[config.mk]
export PLATFORM = sky130hd
export DESIGN_NAME = rr_hold_arbiter
export DESIGN_NICKNAME = d
export VERILOG_FILES = /design/src/rtl/rr_arb_pkg.sv /design/src/rtl/rr_pick.sv /design/src/rtl/rr_hold_arbiter.sv
export SDC_FILE = /design/constraint.sdc
export NUM_CORES = 1
export LEC_CHECK = 0
export BUFFER_PORTS_ARGS = -buffer_cell sky130_fd_sc_hd__buf_2
export CORE_UTILIZATION = 40
export DETAILED_ROUTE_END_ITERATION = 12
export GPL_TIMING_DRIVEN = 0
export HOLD_SLACK_MARGIN = 0.05
export SLEW_MARGIN = 10
export SYNTH_ARGS = -nofsm -noshare
export SYNTH_HDL_FRONTEND = slang
export SYNTH_SLANG_ARGS = --single-unit
[constraint.sdc]
create_clock -name clk -period 2.7 [get_ports clk]
set_input_delay 0.675 -clock clk [delete_from_list [all_inputs] [get_ports clk]]
set_output_delay 0.675 -clock clk [all_outputs]
set_load 0.02 [all_outputs]
[src/rtl/rr_arb_pkg.sv]
// Shared types and helpers for the round-robin hold arbiter.
// Imported by the picker, the arbiter top and its checker.
package rr_arb_pkg;

  typedef enum logic {
    IDLE  = 1'b0,
    GRANT = 1'b1
  } state_t;

  function automatic int unsigned onehot_to_idx(
    input logic [31:0] oh
  );
    int unsigned idx;
    idx = 0;
    for (int i = 0; i < 32; i++) begin
      if (oh[i]) idx = unsigned'(i);
    end
    return idx;
  endfunction

endpackage

[src/rtl/rr_pick.sv]
// Combinational round-robin pick: first set bit at or above ptr,
// wrapping to bit 0, via a double-width rotate and lowest-bit mask.
module rr_pick
  import rr_arb_pkg::*;
#(
  parameter  int N   = 3,
  localparam int IDW = $clog2(N)
) (
  input  logic [N-1:0]   req,
  input  logic [IDW-1:0] ptr,
  output logic [N-1:0]   gnt,
  output logic [IDW-1:0] idx
);

  logic [N-1:0] rot;
  logic [N-1:0] rot_oh;

  always_comb begin
    rot    = N'({req, req} >> ptr);
    rot_oh = rot & (~rot + N'(1));
    gnt    = N'(({rot_oh, rot_oh} << ptr) >> N);
    idx    = IDW'(onehot_to_idx(32'(gnt)));
  end

endmodule

[src/rtl/rr_hold_arbiter.sv]
// Round-robin arbiter where the owner keeps the grant while it requests,
// but is rotated out after MAX_HOLD cycles if anyone else is waiting.
module rr_hold_arbiter
  import rr_arb_pkg::*;
#(
  parameter  int N        = 3,
  parameter  int MAX_HOLD = 8,
  localparam int IDW      = $clog2(N)
) (
  input  logic           clk,
  input  logic           rst_n,
  input  logic [N-1:0]   req,
  output logic [N-1:0]   gnt,
  output logic           gnt_valid,
  output logic [IDW-1:0] gnt_id
);

  localparam int HW = $clog2(MAX_HOLD + 1);
  localparam logic [HW-1:0] HOLD_LAST = HW'(MAX_HOLD - 1);

  state_t         state_q, state_d;
  logic [IDW-1:0] ptr_q, ptr_d;
  logic [IDW-1:0] owner_q, owner_d;
  logic [HW-1:0]  hold_q, hold_d;
  logic [N-1:0]   gnt_q, gnt_d;
  logic [IDW-1:0] gnt_id_q, gnt_id_d;
  logic           gnt_valid_q, gnt_valid_d;

  logic           rel, pre;
  logic [IDW-1:0] owner_nxt;
  logic [N-1:0]   others;
  logic [N-1:0]   pick_req, pick_gnt;
  logic [IDW-1:0] pick_idx;
  logic           pick_any;

  // Candidate select: release scans all requests, preempt excludes owner
  always_comb begin
    owner_nxt = (owner_q == IDW'(N - 1)) ? '0 : owner_q + IDW'(1);
    others    = req & ~(N'(1) << owner_q);
    rel       = (state_q == GRANT) && !req[owner_q];
    pre       = (state_q == GRANT) && !rel &&
                (hold_q == HOLD_LAST) && (|others);
    ptr_d     = (rel || pre) ? owner_nxt : ptr_q;
    pick_req  = pre ? others : req;
  end

  rr_pick #(.N(N)) u_pick (
    .req (pick_req),
    .ptr (ptr_d),
    .gnt (pick_gnt),
    .idx (pick_idx)
  );

  assign pick_any = |pick_gnt;

  always_ff @(posedge clk or negedge rst_n) begin
    if (!rst_n) state_q <= IDLE;
    else        state_q <= state_d;
  end

  always_comb begin
    state_d = state_q;
    owner_d = owner_q;
    hold_d  = hold_q;
    unique case (state_q)
      IDLE: begin
        if (pick_any) begin
          state_d = GRANT;
          owner_d = pick_idx;
          hold_d  = '0;
        end
      end
      GRANT: begin
        unique case (1'b1)
          rel: begin
            if (pick_any) begin
              owner_d = pick_idx;
              hold_d  = '0;
            end else begin
              state_d = IDLE;
            end
          end
          pre: begin
            owner_d = pick_idx;
            hold_d  = '0;
          end
          default: begin
            if (hold_q != HOLD_LAST) hold_d = hold_q + HW'(1);
          end
        endcase
      end
      default: state_d = IDLE;
    endcase
  end

  always_comb begin
    gnt_d       = '0;
    gnt_id_d    = '0;
    gnt_valid_d = 1'b0;
    if (state_d == GRANT) begin
      gnt_d       = N'(1) << owner_d;
      gnt_id_d    = owner_d;
      gnt_valid_d = 1'b1;
    end
  end

  always_ff @(posedge clk or negedge rst_n) begin
    if (!rst_n) begin
      ptr_q       <= '0;
      owner_q     <= '0;
      hold_q      <= '0;
      gnt_q       <= '0;
      gnt_id_q    <= '0;
      gnt_valid_q <= 1'b0;
    end else begin
      ptr_q       <= ptr_d;
      owner_q     <= owner_d;
      hold_q      <= hold_d;
      gnt_q       <= gnt_d;
      gnt_id_q    <= gnt_id_d;
      gnt_valid_q <= gnt_valid_d;
    end
  end

  assign gnt       = gnt_q;
  assign gnt_id    = gnt_id_q;
  assign gnt_valid = gnt_valid_q;

endmodule

Word level (Yosys, flattened, before mapping). Index checks and enable logic that the tools add are counted. W data, S select, Z words.

Register bits after elaboration: 15.

Add/subtract/negate cells: 3. Reduce and logical (&&, ||, !) cells: 9. Eq/ne operators: 4. Shift-type cells: 4. Order comparisons: 1. Muxes and demuxes: 20. Bitwise logic cells: 5.

Operators with widths (count): $pmux W4 S2 (2); $mux W2 (5); $mux W4 (2); $pmux W2 S2 (2); $and A3 B3 Y3 (2); $mux W3 (2); $not A3 Y3 (2); $reduce_or A3 Y1 (2); $shl A1 B2 Y3 const A (2); $shl A6 B2 Y6 (1); $shr A6 B2 Y3 (1); $mux W1 (5); $add A4 B1 Y4 const B (1); $eq A4 B3 Y1 const B (1); $logic_and A1 B1 Y1 (4); $ne A4 B1 Y1 const B (1); $ne A4 B3 Y1 const B (1); $add A3 B1 Y3 const B (1); $lt A2 B3 Y1 const B (1); $add A2 B1 Y2 const B (1); $bmux W1 S2 (1); $eq A2 B2 Y1 const B (1); $logic_not A1 Y1 (2); $pmux W1 S2 (1); 2 further kinds (2).

Longest topological paths before layout. Gate-level depths: netlist (run 1).

Depth in word-level cells: 22. Mapped depth: 9.

Cells and area by module. A second synthesis (run 1) with hierarchy kept.

Cells, all modules: 101. Area total of the unflattened synthesis: 922.1 sq um.

By module, submodules not included: rr_hold_arbiter (cells an instance 89, area each 832.0 sq um, instances 1); rr_pick (cells an instance 12, area each 90.1 sq um, instances 1).

Worst setup path after synthesis (run 1). OpenSTA, ideal clock, no wires.

Path type: reg2reg. Start point: register hold_q[0]. End point: register gnt_q[1] (netlist: gnt[1]). Arrival: 2.217 ns. Slack: 0.394 ns. Library setup time: 0.088 ns. Cell stages (with the launch flop): 9. Period minus slack after synthesis: 2.306 ns. Required time: 2.612 ns. Path buffers: 0. Cell sequence: dfrtp_1 ha_1 nand3b_1 a2111oi_4 o21ai_2 mux2i_1 a311o_1 a22oi_2 nor3b_1.

Cells in the longest elaborated chain, start to end: 17. Elaborated cells on any way between the ends: 22. Classes of those cells: add/sub (1); eq/ne (1); shift (3); mux (11); bitwise (2); reduce/logical (4).

RTL lines: start: declaration (RTL line rr_hold_arbiter.sv:24) `logic [HW-1:0] hold_q, hold_d;`; start signal: assignment (RTL line rr_hold_arbiter.sv:118) `hold_q <= hold_d;`; $eq A4 B3 Y1 (*) (RTL line rr_hold_arbiter.sv:42) `(hold_q == HOLD_LAST) && (|others);`; $logic_and A1 B1 Y1 (*) (RTL line rr_hold_arbiter.sv:41) `pre = (state_q == GRANT) && !rel &&`; $logic_and A1 B1 Y1 (*) (RTL line rr_hold_arbiter.sv:42); $logic_or A1 B1 Y1 (RTL line rr_hold_arbiter.sv:43) `ptr_d = (rel || pre) ? owner_nxt : ptr_q;`; $mux W2 (RTL line rr_hold_arbiter.sv:43); $shr A6 B2 Y3 (RTL line rr_pick.sv:19) `rot = N'({req, req} >> ptr);`; $not A3 Y3 (RTL line rr_pick.sv:20) `rot_oh = rot & (~rot + N'(1));`; $add A3 B1 Y3 (RTL line rr_pick.sv:20); [3 not listed]; $mux W2 (RTL line rr_arb_pkg.sv:16) `if (oh[i]) idx = unsigned'(i);`; $mux W2 (RTL line rr_hold_arbiter.sv:67, rr_hold_arbiter.sv:76); $pmux W2 S2 (RTL line rr_hold_arbiter.sv:74) `unique case (1'b1)`; $pmux W2 S2 (*) (RTL line rr_hold_arbiter.sv:65) `unique case (state_q)`; via owner_d[0] (RTL line rr_hold_arbiter.sv:23) `logic [IDW-1:0] owner_q, owner_d;`; $shl A1 B2 Y3 (*) (RTL line rr_hold_arbiter.sv:101) `gnt_d = N'(1) << owner_d;`; $mux W3 (*) (RTL line rr_hold_arbiter.sv:100) `if (state_d == GRANT) begin`; via gnt_d[1] (RTL line rr_hold_arbiter.sv:25) `logic [N-1:0] gnt_q, gnt_d;`; end signal: assignment (RTL line rr_hold_arbiter.sv:119) `gnt_q <= gnt_d;`; end: declaration (RTL line rr_hold_arbiter.sv:25).

Mark *: on every way through the listed nets, which the timed path passes. The rest lies on a longest branch. A chain may end at the register's enable or synchronous reset.

Worst setup path after layout (run 1).
Start point: register owner_q[0]. End point: register gnt_q[1] (netlist: gnt[1]).

Cells in the longest elaborated chain, start to end: 22. Elaborated cells on any way between the ends: 34. Classes of those cells: add/sub (2); eq/ne (1); shift (4); mux (14); bitwise (4); reduce/logical (9).

RTL lines: start: declaration (RTL line rr_hold_arbiter.sv:23); start signal: assignment (RTL line rr_hold_arbiter.sv:117) `owner_q <= owner_d;`; $bmux W1 S2 (RTL line rr_hold_arbiter.sv:40) `rel = (state_q == GRANT) && !req[owner_q];`; $mux W1 (not written as such) (RTL line rr_hold_arbiter.sv:40); $logic_not A1 Y1 (RTL line rr_hold_arbiter.sv:40); $logic_and A1 B1 Y1 (RTL line rr_hold_arbiter.sv:40); $logic_not A1 Y1 (RTL line rr_hold_arbiter.sv:41); $logic_and A1 B1 Y1 (2 in series) (RTL line rr_hold_arbiter.sv:41); $logic_and A1 B1 Y1 (RTL line rr_hold_arbiter.sv:42); $logic_or A1 B1 Y1 (RTL line rr_hold_arbiter.sv:43); [7 not listed]; $mux W2 (RTL line rr_arb_pkg.sv:16); $mux W2 (RTL line rr_hold_arbiter.sv:67, rr_hold_arbiter.sv:76); $pmux W2 S2 (RTL line rr_hold_arbiter.sv:74); $pmux W2 S2 (*) (RTL line rr_hold_arbiter.sv:65); via owner_d[0] (RTL line rr_hold_arbiter.sv:23); $shl A1 B2 Y3 (*) (RTL line rr_hold_arbiter.sv:101); $mux W3 (*) (RTL line rr_hold_arbiter.sv:100); via gnt_d[1] (RTL line rr_hold_arbiter.sv:25).

Mark *: on every way through the listed nets, which the timed path passes. The rest lies on a longest branch. The select of a mux whose other input is x is not followed.

==> results.ini, run 1 <==
[run_status]
run_status=completed

[clocking]
root_buffer=clkbuf_4
cts_setup_buffers=0
clkTransAtPathRegs_ns=0.08
post_cts_resized=0
ctsLongestPathBuffers=2
cts_buffers=3
clk_latency_ns=0.27
clock_sinks=14
cts_tree=yes
cts_max_level=1

[sta]
setup_slack_ns=0.230
finClkSkew_ns=0.00592
max_freq_mhz=405
layout_worst_path_cycle_share_pct=91.5
hold_viol=0
tns_ns=0
worstMarginPinSlew_ns=0.509
rsz0062_at_grt=false
finalSetupViolCount=0
relSlewSlack_pct=66.1
drv_slew=0
fin_crit_ns=2.47

[floorplanning]
die_w_um=47.7
fp-row-count=16
ioPinCount=11
die-area_um2=2280
initial_core_util_pct=42.6
fp.dieH_um=47.7
core_um2=1960

[cells_and_area]
area_growth_pct=14.4
final_common_cell=nand2_1
seqCellArea_um2=350
antenna_cells=0
post-route-util_pct=48.7
fillers=205
multi_input_area_um2=454
fin_area_um2=956
drive_gt1_share_pct=26.3
final_cell_mix=nand2_1, dfrtp_1, buf_2, nor2_1
nets=106

[critical_path]
cp-start-kind=flip-flop
end_kind=flip-flop
cp_max_fo=10
regToRegSetupSlack_ns=0.23
worst-endpoint-arrival_ns=2.66
cp_slowest_cell=a2111oi_4
r2r_start=owner_q[0]$_DFF_PN0_
cp-startpoint=owner_q[0]$_DFF_PN0_
worstSetupPathType=flip-flop to flip-flop
path_cells=clkbuf_2 > nor4b_4 > a2111oi_4 > o21ai_2 > mux2i_1 > a311o_1 > a22oi_2 > nor3b_1
r2r_end=gnt[1]$_DFF_PN0_
critPathMaxStageDelay_ns=0.53
cp.required_ns=2.89
reg2reg_depth=8

[global_routing]
grt_pass1_vias=591
grt-ovfl-total=0
grt_max_degree=15
grt_antenna_before_repair=0
grt_use_total_pct=16.9
grt_pass1_wl_um=2620

[synth]
synth_mux_area_share_pct=4.04
yosysSeqAreaShare_pct=41.9
synth_xor_area_share_pct=0
synth_ff_type=dfrtp_1
yosys_warnings=0
synthAdderAreaFrac_pct=1.50
ys_seq_elements=14
synth_cells=85
synth_top_family_by_area=simple AND/OR/NAND/NOR gates
synth-edff-count=0
synth_cell_types=38
synth-simple-area-share_pct=26.2
synthTopCellsByArea=dfrtp_1, nand2_1, a2111oi_4
syn_area_per_cell_um2=9.83
synth_compound_area_share_pct=22.6
synth_top_cell_by_area=dfrtp_1
syn_area_um2=836
netlist.area_leader.share_pct=41.9
async_reset_ff_share_pct=100
syn_nets=91

[pwr]
power_density_nw_per_um2=913
total_power_mw=0.873
peakVddDrop_mv=0.510
p_leak_nw=0.430

[drt]
dr.pass1.iters=4
drt_first_iter_violations=19
ant_nets=0
drc=0
vias=683
avgViaCountPerCell=5.42
routed_wl_um=1640
wire_per_inst_um=13.0

[place]
dpl_worst_slack_ns=-0.0292
io_buffers=10
gp_congestion=0.783
dpl_cell_area_um2=920
dpl.hpwl_um=1320

[worst_hold_path]
hold_path_class=input pin to async pin

[flow_run]
maxCapViolCount=0

==> cell usage after synthesis (2+ instances only) <==
cell	number
nand3b_1	2
o21ai_0	3
dfrtp_1	14
nand3_1	3
inv_1	3
o31ai_1	2
nor3b_1	3
nand2b_1	2
a21oi_1	3
o21ai_2	2
nand2_1	17
mux2i_1	2
nor2_1	4
==> power by group <==
part           switching (mW)  internal, mW  total, mW  leakage, nW
Combinational           0.260         0.158      0.419        0.231
Clock                  0.0633        0.0819      0.145       0.0210
Sequential             0.0305         0.279      0.309        0.178
==> state kept, by name, summed over array words and instances (netlist names) <==
name	count
hold_q	4
gnt	3
gnt_id	2
owner_q	2
ptr_q	2
gnt_valid	1
==> cells by family after synthesis <==
| kind of cell | after synthesis |
|---|---|
| muxes | 3 |
| DFF | 14 |
| buffers and inverters | 6 |
| adders and majority gates | 1 |
| AOI/OAI and AO/OA | 23 |
| and+or+nand+nor | 38 |
==> critical path: cells and delay by family, from the launching register on <==
family          cells  cell delay [ns]
compound gates      4             1.25
simple gates        2             0.40
flops               1             0.37
buf+inv             1             0.19
mux                 1             0.17
==> routing by layer <==
metal | global-route usage, % | part of all wire (%)
met1 | 26.5 | 50
met2 | 23.0 | 44
met3 | 1.51 | 4.1
met4 | 8.33 | 1.0
met5 | 0 | 0
==> per-stage QoR <==
stage | instances | hold slack, ns
detailed placement | 122 | 0.520
CTS | 126 | 0.274
global route | 126 | 0.296
floorplan | 85 | 0.379
global placement | 122 | 0.516
finish | 126 | 0.271
==> final cells by class <==
class | instances | area share, %
plain buffers | 2 | 1.70
clock buffers | 4 | 3.80
repair buffers | 10 | 5.24
well taps | 27 | 3.53
flip-flops and latches | 14 | 36.6
inverters | 4 | 1.57
multi-input cells | 65 | 47.5
==> repair_timing <==
item	4_1_cts	5_1_grt
hold buffers	0	0
setup endpoints to repair	0	2
endpoints found under the hold margin	0	0
==> worst max-delay path by stage <==
stage | end | cells past startpoint
floorplan | gnt[1]$_DFF_PN0_ | 8
global placement | gnt_id[0]$_DFF_PN0_ | 8
detailed placement | gnt[1]$_DFF_PN0_ | 8
CTS | gnt[1]$_DFF_PN0_ | 8
global route | gnt[1]$_DFF_PN0_ | 8
finish | gnt[1]$_DFF_PN0_ | 8
(Power assumes the default switching activity.)
==> inputs of run 2 (changes only) <==
--- a/config.mk
+++ b/config.mk
@@ -6,7 +6,7 @@
 export NUM_CORES = 1
 export LEC_CHECK = 0
 export BUFFER_PORTS_ARGS = -buffer_cell sky130_fd_sc_hd__buf_2
-export CORE_UTILIZATION = 40
+export CORE_UTILIZATION = 35
 export DETAILED_ROUTE_END_ITERATION = 12
 export GPL_TIMING_DRIVEN = 0
 export HOLD_SLACK_MARGIN = 0.05
==> run 2 against run 1 <==
  * First-iteration DRC count rose by 37%
  * Power barely moved
  * Wire length rose by 2.5%
  * Maximum frequency rose by 1.1%
  * Die area rose by 14%
  * Cell count rose by 2.4%
  * Via count rose by 4.2%
  * Clock power barely moved
  * Design area rose by 1.7%
  * Combinational power barely moved
==> results.ini, run 2 (synthesized netlist as in run 1, its figures left out) <==
[run_status]
run_status=completed

[floorplanning]
die_w_um=50.9  ; +6.6%
fp.dieH_um=50.9  ; +6.6%
core_um2=2230  ; +14%
ioPinCount=11  ; unchanged
die-area_um2=2590  ; +14%
initial_core_util_pct=37.4  ; -5.2 points
fp-row-count=17  ; +1

[clocking]
cts_hold_buf=0  ; unchanged
clkTransAtPathRegs_ns=0.08  ; about the same
clock_sinks=14  ; unchanged
root_buffer=clkbuf_4
cts_buffers=3  ; unchanged
ctsLongestPathBuffers=2  ; unchanged
cts_tree=yes
clk_latency_ns=0.27  ; about the same
cts_max_level=1  ; unchanged

[sta]
finalSetupViolCount=0  ; unchanged
relSlewSlack_pct=69.4  ; +3.3 points
max_freq_mhz=409  ; +1.1%
setup_slack_ns=0.256  ; +0.0257 ns
timing.hold.ws_ns=0.274  ; +0.00302 ns
hold_viol=0  ; unchanged
worstMarginPinSlew_ns=0.457  ; -0.0523 ns
layout_worst_path_cycle_share_pct=90.5  ; -0.95 points
finClkSkew_ns=0.00421  ; -0.00170 ns
fin_crit_ns=2.44  ; -0.0257 ns
rsz0062_at_grt=false
drv_slew=0  ; unchanged

[critical_path]
worstSetupPathType=input pin to flip-flop
worst-endpoint-arrival_ns=2.62  ; -0.04 ns
cp-start-kind=input pin
cp_top_family=simple AND/OR/NAND/NOR gates
cp_slowest_cell=nor3_2
r2r_start=owner_q[0]$_DFF_PN0_
cp_max_fo=5  ; -5
regToRegSetupSlack_ns=0.31  ; +0.08 ns
critPathMaxStageDelay_ns=0.43  ; -0.10 ns
cp.buffers_inverters=3  ; +2
cp.required_ns=2.87  ; -0.02 ns
cp-startpoint=req[1]
path_cells=buf_2 > nor3_2 > a2111oi_4 > buf_4 > or2_1 > a22oi_1 > inv_1 > nand2_1 > a31oi_1 > nor3b_1
end_kind=flip-flop

[place]
dpl_cell_area_um2=921  ; +0.14%
gp_congestion=0.811  ; +3.6%
io_buffers=10  ; unchanged
dpl.hpwl_um=1280  ; -3.4%
placed_cells=123  ; +0.82%
dpl_worst_slack_ns=-0.0957  ; -0.0666 ns

[drt]
top_layer=met4
routed_wl_um=1680  ; +2.5%
drc=0  ; unchanged
ant_nets=0  ; unchanged
wire_per_inst_um=13.0  ; +0.11%
dr.pass1.iters=4  ; unchanged
vias=712  ; +4.2%
avgViaCountPerCell=5.52  ; +1.8%
drt_first_iter_violations=26  ; +7
dr_wl_met2_um=768  ; +5.6%
dr_wl_met3_um=86  ; +26%
met1Wirelength_um=813  ; -1.9%

[global_routing]
grt_pass1_vias=700  ; +18%
grt_antenna_before_repair=0  ; unchanged
grt_pass1_wl_um=3020  ; +15%
grt_max_degree=15  ; unchanged
grt-ovfl-total=0  ; unchanged
grt_use_total_pct=15.5  ; -1.3 points

[pwr]
p_sw_share_pct=40.5  ; about the same
seqPwrFrac_pct=35.5  ; about the same
power_density_nw_per_um2=898  ; -1.6%
power_frac_comb_pct=47.8  ; -0.2 points
internal_power_mw=0.519  ; about the same
peakVddDrop_mv=0.565  ; +11%
total_power_mw=0.873  ; about the same
p_leak_nw=0.441  ; +2.5%
p_sw_mw=0.354  ; about the same
p_clk_share_pct=16.7  ; about the same

[cells_and_area]
nets=108  ; +1.9%
finalNonFillerCells=129  ; +2.4%
seqCellArea_um2=350  ; unchanged
drive_gt1_share_pct=27.7  ; +1.5 points
fin_area_um2=972  ; +1.7%
final_common_cell=nand2_1
fillers=214  ; +4.4%
top_register=hold_q
multi_input_area_um2=454  ; unchanged
antenna_cells=0  ; unchanged
final_cell_mix=nand2_1, dfrtp_1, buf_2, nor2_1
largest_reg_flops=4  ; unchanged
area_growth_pct=16.3

[worst_hold_path]
hold_path_class=input pin to async pin

[flow_run]
maxCapViolCount=0  ; unchanged

## run 2: changes by cell type in the layout (fill, tap and decap cells not counted), sizes merged
cell	previous run	this run
buf	11	13
## run 2: per-stage QoR
stage / util [%] / setup TNS, ns
3_3_place_gp: 41.2 / 0
4_1_cts: 42.9 / 0
5_1_grt: 43.5 / 0
3_5_place_dp: 41.2 / -0.103
2_1_floorplan: - / 0
6_report: 43.5 / 0
## run 2: worst paths after layout
check | endpoint | depth (start not counted)
worst max-delay path | gnt[1]$_DFF_PN0_ | 10
worst min-delay path | gnt_id[0]$_DFF_PN0_ | 1
worst max register to register | gnt[1]$_DFF_PN0_ | 8
worst min register to register | hold_q[0]$_DFFE_PN0P_ | 1
max in group asynchronous | gnt_id[1]$_DFF_PN0_ | 1
min in group clk | hold_q[0]$_DFFE_PN0P_ | 1
## run 2: area by class of cell
class / count / area share, %
buffer: 2 / 1.67
clock buffer: 4 / 3.73
inverter: 4 / 1.54
multi-input combinational: 65 / 46.7
sequential: 14 / 36.0
tap: 28 / 3.60
timing repair buffer: 12 / 6.69
## run 2: what timing repair did
item | in CTS | in global routing
buffers inserted | 0 | 2
gates resized for setup | 0 | 0
endpoints found under the setup margin | 0 | 3
## run 2: power by group through the flow
| stage | clock [mW] | sequential (mW) | combinational (mW) |
|---|---|---|---|
| 6_report | 0.145 | 0.310 | 0.417 |
| 5_1_grt | 0.163 | 0.317 | 0.471 |
| 4_1_cts | 0.153 | 0.310 | 0.422 |
| 3_5_place_dp | 0 | 0.313 | 0.422 |
| 3_3_place_gp | 0 | 0.312 | 0.415 |
| 2_1_floorplan | 0 | 0.354 | 0.277 |
## run 2: worst register-to-register path, stage by stage (launching register included)
cell	delay, ns
dfrtp_1	0.37
clkbuf_2	0.19
nor4b_4	0.18
a2111oi_4	0.40
buf_4	0.20
nand3_2	0.06
a311o_1	0.37
a22oi_2	0.24
nor3b_1	0.26
## run 2: layer usage
| layer | global-route usage [%] | up-vias |
|---|---|---|
| li1 | - | 344 |
| met1 | 20.3 | 342 |
| met2 | 24.0 | 24 |
| met3 | 1.79 | 2 |
| met4 | 10.6 | 0 |
| met5 | 0 | - |
==> inputs of run 3 (changes only) <==
==> constraint.sdc (replaced) <==
create_clock -name clk -period 2.45 [get_ports clk]
set_input_delay 0.6125 -clock clk [delete_from_list [all_inputs] [get_ports clk]]
set_output_delay 0.6125 -clock clk [all_outputs]
set_load 0.02 [all_outputs]
==> run 3 against run 2 <==
  * Design area grew 10%
  * Combinational power grew 34%
  * Sequential share of layout area decreased by 3.3 points
  * Register-to-register slack got worse by 0.22 ns
  * Wire length rose by 7.2%
  * Worst setup slack worse by 0.17 ns
  * Critical endpoint unchanged
  * Largest power group unchanged
==> results.ini, run 3 (synthesized netlist as in run 1, its figures left out) <==
[cells_and_area]
fin_area_um2=1070  ; +10%
final_cell_mix=nand2_1, dfrtp_1, buf_2, buf_4, nor2_1
top_register=hold_q
fillers=203  ; -5.1%
area_growth_pct=28.1
largest_reg_flops=4  ; unchanged
drive_gt1_share_pct=38.0  ; +10 points
post-route-util_pct=48.0  ; +4.4 points
final_common_cell=nand2_1
nets=115  ; +6.5%
antenna_cells=0  ; unchanged

[pwr]
internal_power_mw=0.636  ; +22%
seqPwrFrac_pct=32.8  ; -2.7 points
p_sw_mw=0.430  ; +21%
power_density_nw_per_um2=995  ; +11%
peakVddDrop_mv=0.551  ; -2.5%
p_leak_nw=0.479  ; +8.7%
p_clk_share_pct=14.9  ; -1.8 points
p_sw_share_pct=40.3  ; -0.22 points
power_frac_comb_pct=52.2  ; +4.4 points
total_power_mw=1.07  ; +22%

[sta]
drv_slew=0  ; unchanged
timing.hold.ws_ns=0.214  ; -0.0595 ns
max_freq_mhz=424
worstMarginPinSlew_ns=0.506  ; +0.0487 ns
finClkSkew_ns=0.00549  ; +0.00128 ns
layout_worst_path_cycle_share_pct=96.3
fin_crit_ns=2.36
tns_ns=0  ; unchanged
finalSetupViolCount=0  ; unchanged
hold_viol=0  ; unchanged
rsz0062_at_grt=true
relSlewSlack_pct=65.9  ; -3.4 points

[floorplanning]
core_um2=2230  ; unchanged
die_w_um=50.9  ; unchanged
fp.dieH_um=50.9  ; unchanged
ioPinCount=11  ; unchanged
initial_core_util_pct=37.4  ; unchanged
fp-row-count=17  ; unchanged
die-area_um2=2590  ; unchanged

[drt]
vias=729  ; +2.4%
top_layer=met4
wire_per_inst_um=13.3  ; +1.7%
ant_nets=0  ; unchanged
dr_wl_met3_um=68  ; -21%
drc=0  ; unchanged
drt_first_iter_violations=13  ; -50%
avgViaCountPerCell=5.36  ; -2.9%
routed_wl_um=1810  ; +7.2%
dr_wl_met2_um=831  ; +8.2%
dr.pass1.iters=4  ; unchanged
met1Wirelength_um=877  ; +7.9%

[clocking]
cts_tree=yes
root_buffer=clkbuf_4
clk_latency_ns=0.27  ; about the same
cts_buffers=3  ; unchanged
clock_sinks=14  ; unchanged
clkTransAtPathRegs_ns=0.08  ; about the same
cts_hold_buf=0  ; unchanged
ctsLongestPathBuffers=2  ; unchanged
cts_max_level=1  ; unchanged

[place]
dpl.hpwl_um=1280  ; unchanged
io_buffers=10  ; unchanged
gp_congestion=0.811  ; unchanged
dpl_cell_area_um2=921  ; unchanged

[run_status]
run_status=completed

[worst_hold_path]
hold_path_class=input pin to async pin

[global_routing]
grt_pass1_wl_um=3170  ; +5.3%
grt-ovfl-total=0  ; unchanged
grt_use_total_pct=16.3  ; +0.76 points
grt_max_degree=15  ; unchanged
grt_antenna_before_repair=0  ; unchanged
grt_pass1_vias=753  ; +7.6%

[flow_run]
maxCapViolCount=0  ; unchanged

[critical_path]
end_kind=flip-flop
worst-endpoint-arrival_ns=2.55  ; -0.07 ns
cp-start-kind=flip-flop
cp_max_fo=4  ; -1
worstSetupPathType=flip-flop to flip-flop
cp.required_ns=2.64  ; -0.23 ns

run 3: critical path, cell delays in order, from the launching register on:
cell       delay [ns]
dfrtp_1          0.43
ha_4             0.16
nand3b_1         0.15
a2111oi_4        0.46
o21ai_2          0.12
mux2i_2          0.18
a311o_1          0.34
a22oi_2          0.22
nor3b_2          0.22
run 3: final timing paths:
kind,cells after the start,slack (ns),startpoint,end
setup / recovery,8,0.09,hold_q[0]$_DFFE_PN0P_,gnt[1]$_DFF_PN0_
hold / removal,1,0.21,rst_n,ptr_q[0]$_DFF_PN0_
setup reg to reg,8,0.09,hold_q[0]$_DFFE_PN0P_,gnt[1]$_DFF_PN0_
hold reg to reg,2,0.52,ptr_q[1]$_DFF_PN0_,ptr_q[1]$_DFF_PN0_
max in group asynchronous,1,2.01,rst_n,gnt_id[1]$_DFF_PN0_
min in group clk,2,0.52,ptr_q[1]$_DFF_PN0_,ptr_q[1]$_DFF_PN0_
run 3: area by class of cell:
type	instances	area, um2	share of cell area (%)
flip-flops and latches	14	350	32.7
plain buffers	2	16.3	1.52
well taps	28	35.0	3.27
multi-input cells	65	500	46.7
clock buffers	4	36.3	3.39
inverters	4	15.0	1.40
repair buffers	19	118	11.0
run 3: power by group through the flow:
stage | sequential (mW) | clock, mW | combinational [mW]
2_1_floorplan | 0.390 | 0 | 0.305
3_3_place_gp | 0.343 | 0 | 0.458
3_5_place_dp | 0.344 | 0 | 0.465
4_1_cts | 0.342 | 0.168 | 0.469
5_1_grt | 0.357 | 0.177 | 0.619
6_report | 0.350 | 0.159 | 0.557
run 3: per-layer routing:
layer  vias up  track usage [%]
met5         -                0
met4         0             11.6
met3         4             2.08
met2        18             25.6
met1       352             20.6
li1        355                -
run 3: repair_timing:
item / 4_1_cts / 5_1_grt
endpoints found under the hold margin: 0 / 0
resized for setup: 1 / 7
setup endpoints to repair: 3 / 5
pin swaps: 1 / 5
setup buffers: 3 / 6
run 3: metrics by stage:
stage	setup slack (ns)	instances
floorplan	0.144	85
global placement	-0.161	123
detailed placement	-0.283	123
CTS	0.0518	130
global route	-0.0166	136
finish	0.0899	136
